===== src/rtl/cpu_pkg.sv =====
// Shared CPU definitions: branch condition encodings and the branch resolver FSM states.
package cpu_pkg;

  localparam logic [2:0] BR_EQ  = 3'b000;
  localparam logic [2:0] BR_NE  = 3'b001;
  localparam logic [2:0] BR_LT  = 3'b100;
  localparam logic [2:0] BR_GE  = 3'b101;
  localparam logic [2:0] BR_LTU = 3'b110;
  localparam logic [2:0] BR_GEU = 3'b111;

  typedef enum logic [1:0] {
    IDLE,
    HELD,
    SHADOW
  } bru_state_t;

endpackage


===== src/rtl/branch_comparator.sv =====
// Evaluates a conditional branch's direction from its two operands and funct3.
module branch_comparator
  import cpu_pkg::*;
(
  input  logic [31:0] rs1,
  input  logic [31:0] rs2,
  input  logic [2:0]  funct3,
  output logic        taken
);

  logic signed [31:0] rs1_s;
  logic signed [31:0] rs2_s;

  assign rs1_s = rs1;
  assign rs2_s = rs2;

  always_comb begin
    taken = 1'b0;
    case (funct3)
      BR_EQ:   taken = (rs1 == rs2);
      BR_NE:   taken = (rs1 != rs2);
      BR_LT:   taken = (rs1_s < rs2_s);
      BR_GE:   taken = (rs1_s >= rs2_s);
      BR_LTU:  taken = (rs1 < rs2);
      BR_GEU:  taken = (rs1 >= rs2);
      default: taken = 1'b0;
    endcase
  end

endmodule


===== src/rtl/branch_resolve_unit.sv =====
// EX-stage branch resolver: resolves branch/jal/jalr, checks the fetch prediction, drives
// predictor update, redirect and flushes exactly once per control instruction, keeps perf counters.
module branch_resolve_unit
  import cpu_pkg::*;
#(
  parameter int PHT_IDX_W     = 5,
  parameter int PERF_W        = 32,
  parameter int SHADOW_CYCLES = 0
) (
  input  logic                 clk,
  input  logic                 reset,
  input  logic                 ex_valid,
  input  logic                 ex_stall,
  input  logic [31:0]          ex_pc,
  input  logic [31:0]          ex_pred_pc,
  input  logic [PHT_IDX_W-1:0] ex_pht_index,
  input  logic                 ex_is_branch,
  input  logic                 ex_is_jal,
  input  logic                 ex_is_jalr,
  input  logic [2:0]           ex_funct3,
  input  logic [31:0]          ex_rs1_data,
  input  logic [31:0]          ex_rs2_data,
  input  logic [31:0]          ex_imm,
  output logic                 is_branch,
  output logic                 is_jal,
  output logic                 is_jalr,
  output logic                 actual_taken,
  output logic [31:0]          actual_branch_target,
  output logic                 prediction_correct,
  output logic [PHT_IDX_W-1:0] pht_update_index,
  output logic [31:0]          ID_EX_pc,
  output logic                 redirect_valid,
  output logic [31:0]          redirect_pc,
  output logic                 flush_if_id,
  output logic                 flush_id_ex,
  output logic [PERF_W-1:0]    perf_branches,
  output logic [PERF_W-1:0]    perf_mispredicts
);

  localparam bit         HAS_SHADOW  = (SHADOW_CYCLES > 0);
  localparam logic [2:0] SHADOW_INIT = 3'(SHADOW_CYCLES);

  function automatic logic [PERF_W-1:0] sat_inc(input logic [PERF_W-1:0] v);
    return (&v) ? v : v + PERF_W'(1);
  endfunction

  bru_state_t  state, state_nxt;
  logic        pend_flush, pend_flush_nxt;
  logic [2:0]  shadow_cnt, shadow_cnt_nxt;

  logic        ctrl, br_taken, mispredict, fire;
  logic [31:0] jalr_sum, target, next_pc;

  branch_comparator u_cmp (
    .rs1    (ex_rs1_data),
    .rs2    (ex_rs2_data),
    .funct3 (ex_funct3),
    .taken  (br_taken)
  );

  assign ctrl                 = ex_is_branch | ex_is_jal | ex_is_jalr;
  assign jalr_sum             = ex_rs1_data + ex_imm;
  assign target               = ex_is_jalr ? {jalr_sum[31:1], 1'b0} : ex_pc + ex_imm;
  assign actual_taken         = ex_is_branch ? br_taken : (ex_is_jal | ex_is_jalr);
  assign next_pc              = actual_taken ? target : ex_pc + 32'd4;
  assign mispredict           = (ex_pred_pc != next_pc);
  assign actual_branch_target = target;
  assign prediction_correct   = ~mispredict;
  assign pht_update_index     = ex_pht_index;
  assign ID_EX_pc             = ex_pc;
  assign redirect_pc          = next_pc;

  assign is_branch      = fire & ex_is_branch;
  assign is_jal         = fire & ex_is_jal;
  assign is_jalr        = fire & ex_is_jalr;
  assign redirect_valid = fire & mispredict;
  assign flush_if_id    = fire & mispredict;

  always_comb begin
    state_nxt      = state;
    pend_flush_nxt = pend_flush;
    shadow_cnt_nxt = shadow_cnt;
    flush_id_ex    = 1'b0;
    fire           = 1'b0;
    case (state)
      IDLE: begin
        fire = ex_valid & ctrl;
        if (fire) begin
          if (ex_stall) begin
            state_nxt      = HELD;
            pend_flush_nxt = mispredict;
          end else if (mispredict) begin
            flush_id_ex = 1'b1;
            if (HAS_SHADOW) begin
              state_nxt      = SHADOW;
              shadow_cnt_nxt = SHADOW_INIT;
            end
          end
        end
      end
      // Instruction already reported; its ID/EX flush waits for the stall to release.
      HELD: begin
        if (!ex_stall) begin
          flush_id_ex    = pend_flush;
          pend_flush_nxt = 1'b0;
          state_nxt      = IDLE;
          if (pend_flush && HAS_SHADOW) begin
            state_nxt      = SHADOW;
            shadow_cnt_nxt = SHADOW_INIT;
          end
        end
      end
      SHADOW: begin
        shadow_cnt_nxt = shadow_cnt - 3'd1;
        if (shadow_cnt <= 3'd1) state_nxt = IDLE;
      end
      default: state_nxt = IDLE;
    endcase
  end

  always_ff @(posedge clk) begin
    if (reset) begin
      state            <= IDLE;
      pend_flush       <= 1'b0;
      shadow_cnt       <= 3'd0;
      perf_branches    <= '0;
      perf_mispredicts <= '0;
    end else begin
      state      <= state_nxt;
      pend_flush <= pend_flush_nxt;
      shadow_cnt <= shadow_cnt_nxt;
      if (fire) begin
        perf_branches <= sat_inc(perf_branches);
        if (mispredict) perf_mispredicts <= sat_inc(perf_mispredicts);
      end
    end
  end

endmodule

===== config.mk =====
export PLATFORM = sky130hd
export DESIGN_NAME = branch_resolve_unit
export DESIGN_NICKNAME = d
export VERILOG_FILES = /design/src/rtl/cpu_pkg.sv /design/src/rtl/branch_comparator.sv /design/src/rtl/branch_resolve_unit.sv
export SDC_FILE = /design/constraint.sdc
export NUM_CORES = 1
export LEC_CHECK = 0
export ABC_CLOCK_PERIOD_IN_PS = 29000
export CAP_MARGIN = 20
export CORE_ASPECT_RATIO = 0.6
export CORE_MARGIN = 2
export CORE_UTILIZATION = 32
export DETAILED_ROUTE_END_ITERATION = 7
export GPL_TIMING_DRIVEN = 1
export PLACE_DENSITY_LB_ADDON = 0.25
export SYNTH_ARGS = -nofsm -noshare
export SYNTH_HDL_FRONTEND = slang
export SYNTH_SLANG_ARGS = --single-unit

===== constraint.sdc =====
create_clock -name clk -period 29 [get_ports clk]
set_input_delay 8.7 -clock clk [delete_from_list [all_inputs] [get_ports clk]]
set_output_delay 8.7 -clock clk [all_outputs]
set_load 0.005 [all_outputs]

==> results of run 1 <==
-- layout make-up --
class / instances / area, um2 / share of cell area (%)
Antenna cell: 2 / 5.005 / 0.03463
Clock buffer: 10 / 239.0 / 1.654
Clock inverter: 5 / 78.83 / 0.5454
Inverter: 75 / 281.5 / 1.948
Multi-Input combinational cell: 1259 / 8541 / 59.09
Sequential cell: 66 / 1321 / 9.142
Tap cell: 450 / 563.0 / 3.896
Timing Repair Buffer: 345 / 3423 / 23.69
-- worst max-delay path by stage --
stage | startpoint | slack (ns) | to
floorplan | ex_rs2_data[7] | 7.44 | redirect_valid
global placement | ex_rs2_data[7] | 5.62 | prediction_correct
detailed placement | ex_rs1_data[7] | 5.55 | prediction_correct
CTS | ex_rs1_data[7] | 5.54 | prediction_correct
global route | ex_rs2_data[14] | 5.13 | prediction_correct
finish | ex_rs1_data[7] | 5.58 | prediction_correct
-- worst reg2reg max path: stages, from the launching register on --
cell     delay, ns
dfxtp_1       0.43
and3_1        0.28
and3_1        0.21
and3_1        0.21
and3_1        0.20
and3_1        0.30
nand2_1       0.20
or3_1         0.44
nand2_1       0.82
nor3_1        0.16
mux2_1        0.35
-- cells by family after synthesis --
logic type               after synthesis  synth area share [%]
multiplexers                          64                 6.652
buffers and inverters                172                 7.856
flip-flops                            66                 12.35
AO/OA/AOI/OAI                        353                 21.65
AND/OR/NAND/NOR                      612                 29.10
adder cells (fa/ha/maj)               98                 11.60
XOR/XNOR                             132                 10.80
-- state kept, by name (all words and copies together), names as in the netlist --
register          cells
pend_flush            1
perf_branches        32
perf_mispredicts     32
state                 1
-- report_power, final --
part,internal (mW),switching (mW)
clock network,0.0769,0.0411
registers,0.0915,0.000834
logic,0.124,0.150
-- synthesized netlist by cell type, types with 6 or more instances --
library cell  instances
buf_1                 7
nor2b_1              41
ha_1                 96
xor2_1               73
o21ai_0              63
and4_1                6
a221oi_1              6
dfxtp_1              66
clkbuf_1             42
inv_1                73
o211ai_1             18
or4_1                11
o22ai_1               7
o31ai_1              14
nand4_1              42
a31oi_1              12
and2_1               17
a21oi_1             108
or2_2                 6
xnor2_1              59
a211oi_1             13
a2111oi_0             7
nor4_1               16
buf_4                40
nand3_1              60
o21a_1               14
nor4b_1               7
and3_1               28
mux2_1                9
a21o_1               24
nand2_1             130
mux2i_1              22
nor3_1               46
or3_1                19
mux2_2               28
nand2b_1             13
nor2_1              147
-- routing by layer --
layer	global-route usage (%)	vias to the layer above	part of all wire [%]
met5	0	-	0
met4	4.472	0	1.6
met1	38.56	5670	51
li1	-	5949	-
met3	4.533	35	8.2
met2	34.90	481	40
==> flow_metrics.tcl, run 1 <==
set metrics [dict create \
    total_power_mw 0.4839 \
    wl_per_cell_um 20.21 \
    synth_area_leader_cell "dfxtp_1" \
    fin_tns_setup_ns 0 \
    grt_overflow 0 \
    cp.arrival_ns 14.72 \
    dieArea_mm2 0.03497 \
    final_core_util_pct 44.24 \
    synth_seq_cells 66 \
    gp_congestion 0.9221 \
    io_pins 348 \
    yosys-top-cells-area "dfxtp_1 (12%), ha_1 (11%), xor2_1 (6.0%), nor2_1 (5.2%), a21oi_1 (5.1%)" \
    dp_slack_ns 5.553 \
    num_rows 51 \
    worst_pin_slew_ns 1.093 \
    cts_max_level 3 \
    worstPathCellList "clkdlybuf4s50_1, ha_1, a41oi_2, o21ai_1, a211o_1, o31a_1, or3_1, o31ai_4, buf_4, mux2_2, xor2_1, or4_1, nor4b_1, nand4_1, nand4b_1, nor4_1, clkdlybuf4s50_1" \
    slew_headroom_pct 26.94 \
    die_w_um 240.1 \
    drt_iter0_markers 1169 \
    critPathBufInv 3 \
    ant_nets 0 \
    grt_pass1_vias 11090 \
    p_leak_nw 5.730 \
    fin_crit_sh_pct 80.75 \
    via_count 12140 \
    r2r_end "perf_mispredicts[27]" \
    cts_root_buf "clkbuf_16" \
    avgViaCountPerCell 5.486 \
    postSynthCellCount 1497 \
    synth_area_mm2 0.01070 \
    powerDensity_mw_per_mm2 33.48 \
    max_freq_mhz 42.70 \
    hold_start "perf_mispredicts[10]" \
    synth_top_area_share_pct 12.35 \
    cp.required_ns 20.30 \
    synth.distinct_cells 86 \
    cpLargestDelayFamily "simple AND/OR/NAND/NOR gates" \
    antenna_found_initial 2 \
    vdd_drop_max_mv 0.02479 \
    setup_viol 0 \
    drcViolationCount 0 \
    grt_pass1_wl_um 66940 \
    finish.cell_count_without_fillers 2212 \
    grt_max_degree 92 \
    mostFrequentLayoutCell "clkdlybuf4s50_1" \
    core_mm2 0.03267 \
    numPortBuffers 337 \
    cp-start-kind "input pin" \
    cts_tree "yes" \
    holdCritPathClass "reg -> reg" \
    skew_ns 0.008170 \
    drt_wl_total_um 44700 \
    cts_buffers 9 \
    cts.sinks 66 \
    clkTransAtPathRegs_ns 0.06 \
    critPathMostFrequentCell "clkdlybuf4s50_1" \
    ctsResizeCount 0 \
    path_class "in -> out" \
    hold_depth 2 \
    syn_nets 1770 \
    grtUsageTotal_pct 24.76 \
    r2r_start "perf_mispredicts[8]" \
    postCtsHoldBufs 0 \
    cts_setup_buffers 0 \
    whs_endpoint "perf_mispredicts[10]" \
    insertion_delay_ns 0.34 \
    slew_viol_final 0 \
    whs_ns 0.5114 \
    cts_buffer_depth 2 \
    status "finished, final reports clean" \
    yosysWarningCount 0 \
    timing.final.ws_setup_ns 5.582 \
    dieHeight_um 145.7 \
    ff2ff_setup_slack_ns 25.29 \
    synth-edff-count 0 \
    initial_core_util_pct 32.76 \
    ys_seq_area_share_pct 12.35 \
    hold_viol_final 0 \
    dpl.hpwl_um 37610 \
    rsz0062_at_grt "no" \
    syn_avg_cell_area_um2 7.149 \
    critPathCaptureType "output port" \
    cp_slowest_cell "clkdlybuf4s50_1" \
    dp_cells 2195 \
    areaGrowthSynthToFinish_pct 35.04 \
    firstDrtPassIters 5 \
    worstSetupPathDepth 17 \
    synth_flop_cell "dfxtp_1" \
    final_area_mm2 0.01445 \
    placedInstanceArea_mm2 0.01413 \
    nFillCells 3368 \
    drive_above_1_share_pct 4.545 \
    mostFrequentLayoutCells "clkdlybuf4s50_1 (335), nor2_1 (147), nand2_1 (130)" \
    max_stage_delay_ns 0.60 \
    synth-async-reset-ratio_pct 0 \
    nets 2029 \
    cp_max_fo 54 \
    drv_cap 0 \
    min_period_ns 23.42 \
    r2r_cells 10 \
]
No activity file was read; power rests on OpenSTA's default activity.
==> run 2, diff against run 1 <==
--- a/config.mk
+++ b/config.mk
@@ -5,7 +5,7 @@
 export SDC_FILE = /design/constraint.sdc
 export NUM_CORES = 1
 export LEC_CHECK = 0
-export ABC_CLOCK_PERIOD_IN_PS = 29000
+export ABC_CLOCK_PERIOD_IN_PS = 24300
 export CAP_MARGIN = 20
 export CORE_ASPECT_RATIO = 0.6
 export CORE_MARGIN = 2
==> constraint.sdc (replaced) <==
create_clock -name clk -period 24.3 [get_ports clk]
set_input_delay 7.29 -clock clk [delete_from_list [all_inputs] [get_ports clk]]
set_output_delay 7.29 -clock clk [all_outputs]
set_load 0.005 [all_outputs]
==> run 2 against run 1 <==
Effect of this change: utilization rose by 0.065 points; largest power group unchanged; global-route usage decreased by 0.22 points; non-clock buffer count up 1.
==> flow_metrics.tcl, run 2 (synthesis gave the netlist of run 1 again) <==
set metrics [dict create \
    dieHeight_um 145.7 \
    max_freq_mhz 48.17 \
    path_class "in -> out" \
    max_stage_delay_ns 0.62 \
    skew_ns 0.005505 \
    cp-start-kind "input pin" \
    r2r_cells 11 \
    cp.required_ns 17.01 \
    clkTransAtPathRegs_ns 0.06 \
    ant_nets 0 \
    fin_crit_sh_pct 85.43 \
    hold_viol_final 0 \
    whs_ns 0.5026 \
    grt_max_degree 92 \
    final_area_mm2 0.01447 \
    via_count 12220 \
    areaGrowthSynthToFinish_pct 35.24 \
    numPortBuffers 337 \
    cts.sinks 66 \
    p_leak_nw 5.738 \
    dieArea_mm2 0.03497 \
    gp_congestion 0.9226 \
    cts_buffer_depth 2 \
    grt_pass1_wl_um 66570 \
    powerDensity_mw_per_mm2 39.88 \
    cp.arrival_ns 13.47 \
    insertion_delay_ns 0.34 \
    cts_tree "yes" \
    nets 2030 \
    worstPathCellList "clkdlybuf4s50_1, inv_1, ha_1, a41oi_2, o21ai_1, a211o_1, o31a_1, or3_1, o31ai_4, buf_4, mux2_2, xor2_1, or4_1, nor4b_1, nand4_1, nand4b_1, nor4_1, clkdlybuf4s50_1" \
    startpoint "ex_rs2_data[7]" \
    drt_wl_total_um 44850 \
    num_rows 51 \
    drt_iter0_markers 925 \
    core_mm2 0.03267 \
    hold_depth 2 \
    cts_max_level 3 \
    dpl.hpwl_um 37800 \
    top_regs "perf_branches: 32 flops, perf_mispredicts: 32 flops" \
    grt_overflow 0 \
    status "finished, final reports clean" \
    cts_root_buf "clkbuf_16" \
    drv_cap 0 \
    worstSetupPathDepth 18 \
    min_period_ns 20.76 \
    die_w_um 240.1 \
    slew_headroom_pct 28.38 \
    avgViaCountPerCell 5.520 \
    worst_pin_slew_ns 1.066 \
    drcViolationCount 0 \
    firstDrtPassIters 5 \
    nFillCells 3320 \
    mostFrequentLayoutCell "clkdlybuf4s50_1" \
    mostFrequentLayoutCells "clkdlybuf4s50_1 (335), nor2_1 (147), nand2_1 (130)" \
    rsz0062_at_grt "no" \
    critPathMostFrequentCell "clkdlybuf4s50_1" \
    holdCritPathClass "reg -> reg" \
    drive_above_1_share_pct 4.540 \
    vdd_drop_max_mv 0.03327 \
    postCtsHoldBufs 0 \
    initial_core_util_pct 32.76 \
    ctsResizeCount 0 \
    setup_viol 0 \
    cts_setup_buffers 0 \
    grt_pass1_vias 11090 \
    cpLargestDelayFamily "simple AND/OR/NAND/NOR gates" \
    placedInstanceArea_mm2 0.01413 \
    grtUsageTotal_pct 24.54 \
    cts_buffers 9 \
    wl_per_cell_um 20.26 \
    antenna_found_initial 2 \
    hold_start "perf_mispredicts[9]" \
    fin_tns_setup_ns 0 \
    critPathCaptureType "output port" \
    slew_viol_final 0 \
    cp_max_fo 54 \
    critPathBufInv 4 \
    cp_slowest_cell "clkdlybuf4s50_1" \
    r2r_start "perf_mispredicts[8]" \
    io_pins 348 \
]
run 2: cell count changes in the layout (fill, tap and decap cells not counted):
cell and delta:
clkbuf_1 +2, buf_16 +1, clkbuf_8 -1
run 2: path summary, 6_finish.rpt:
path,end,slack (ns)
worst min-delay path,perf_mispredicts[9],0.50
worst max-delay path,prediction_correct,3.54
worst max register to register,perf_mispredicts[19],21.02
worst min register to register,perf_mispredicts[9],0.50
run 2: tightest hold or removal path, cell delays in order, from the launching register on:
cell and delay (ns):
dfxtp_1 0.33, o31ai_1 0.07, a21oi_1 0.05
run 2: power breakdown:
group	switching, mW	internal (mW)	total (mW)
Sequential	0.000989	0.109	0.110
Combinational	0.179	0.149	0.328
Clock	0.0494	0.0897	0.139
Total	0.230	0.347	0.577
run 2: layer usage:
metal / global-route usage [%] / wire length, um
met5: 0 / 0
met4: 4.938 / 812
met3: 4.495 / 3751
met2: 34.29 / 17710
met1: 38.25 / 22580
run 2: area by class of cell:
type	instances	area (um2)	area share, %
Clock buffer	11	232.7	1.608
Clock inverter	5	78.83	0.5446
Multi-Input combinational cell	1259	8541	59.01
Antenna cell	2	5.005	0.03458
Tap cell	450	563.0	3.890
Inverter	75	281.5	1.945
Timing Repair Buffer	346	3451	23.84
Sequential cell	66	1321	9.129
run 2: through the flow:
step | power (mW) | worst slack, ns | util [%] | instances
2_1_floorplan | 0.2844 | 5.557 | - | 1497
3_3_place_gp | 0.4323 | 3.751 | 43.25 | 2195
3_5_place_dp | 0.4336 | 3.646 | 43.25 | 2195
4_1_cts | 0.5743 | 3.632 | 44.20 | 2211
5_1_grt | 0.6077 | 3.321 | 44.30 | 2214
6_report | 0.5773 | 3.540 | 44.30 | 2214
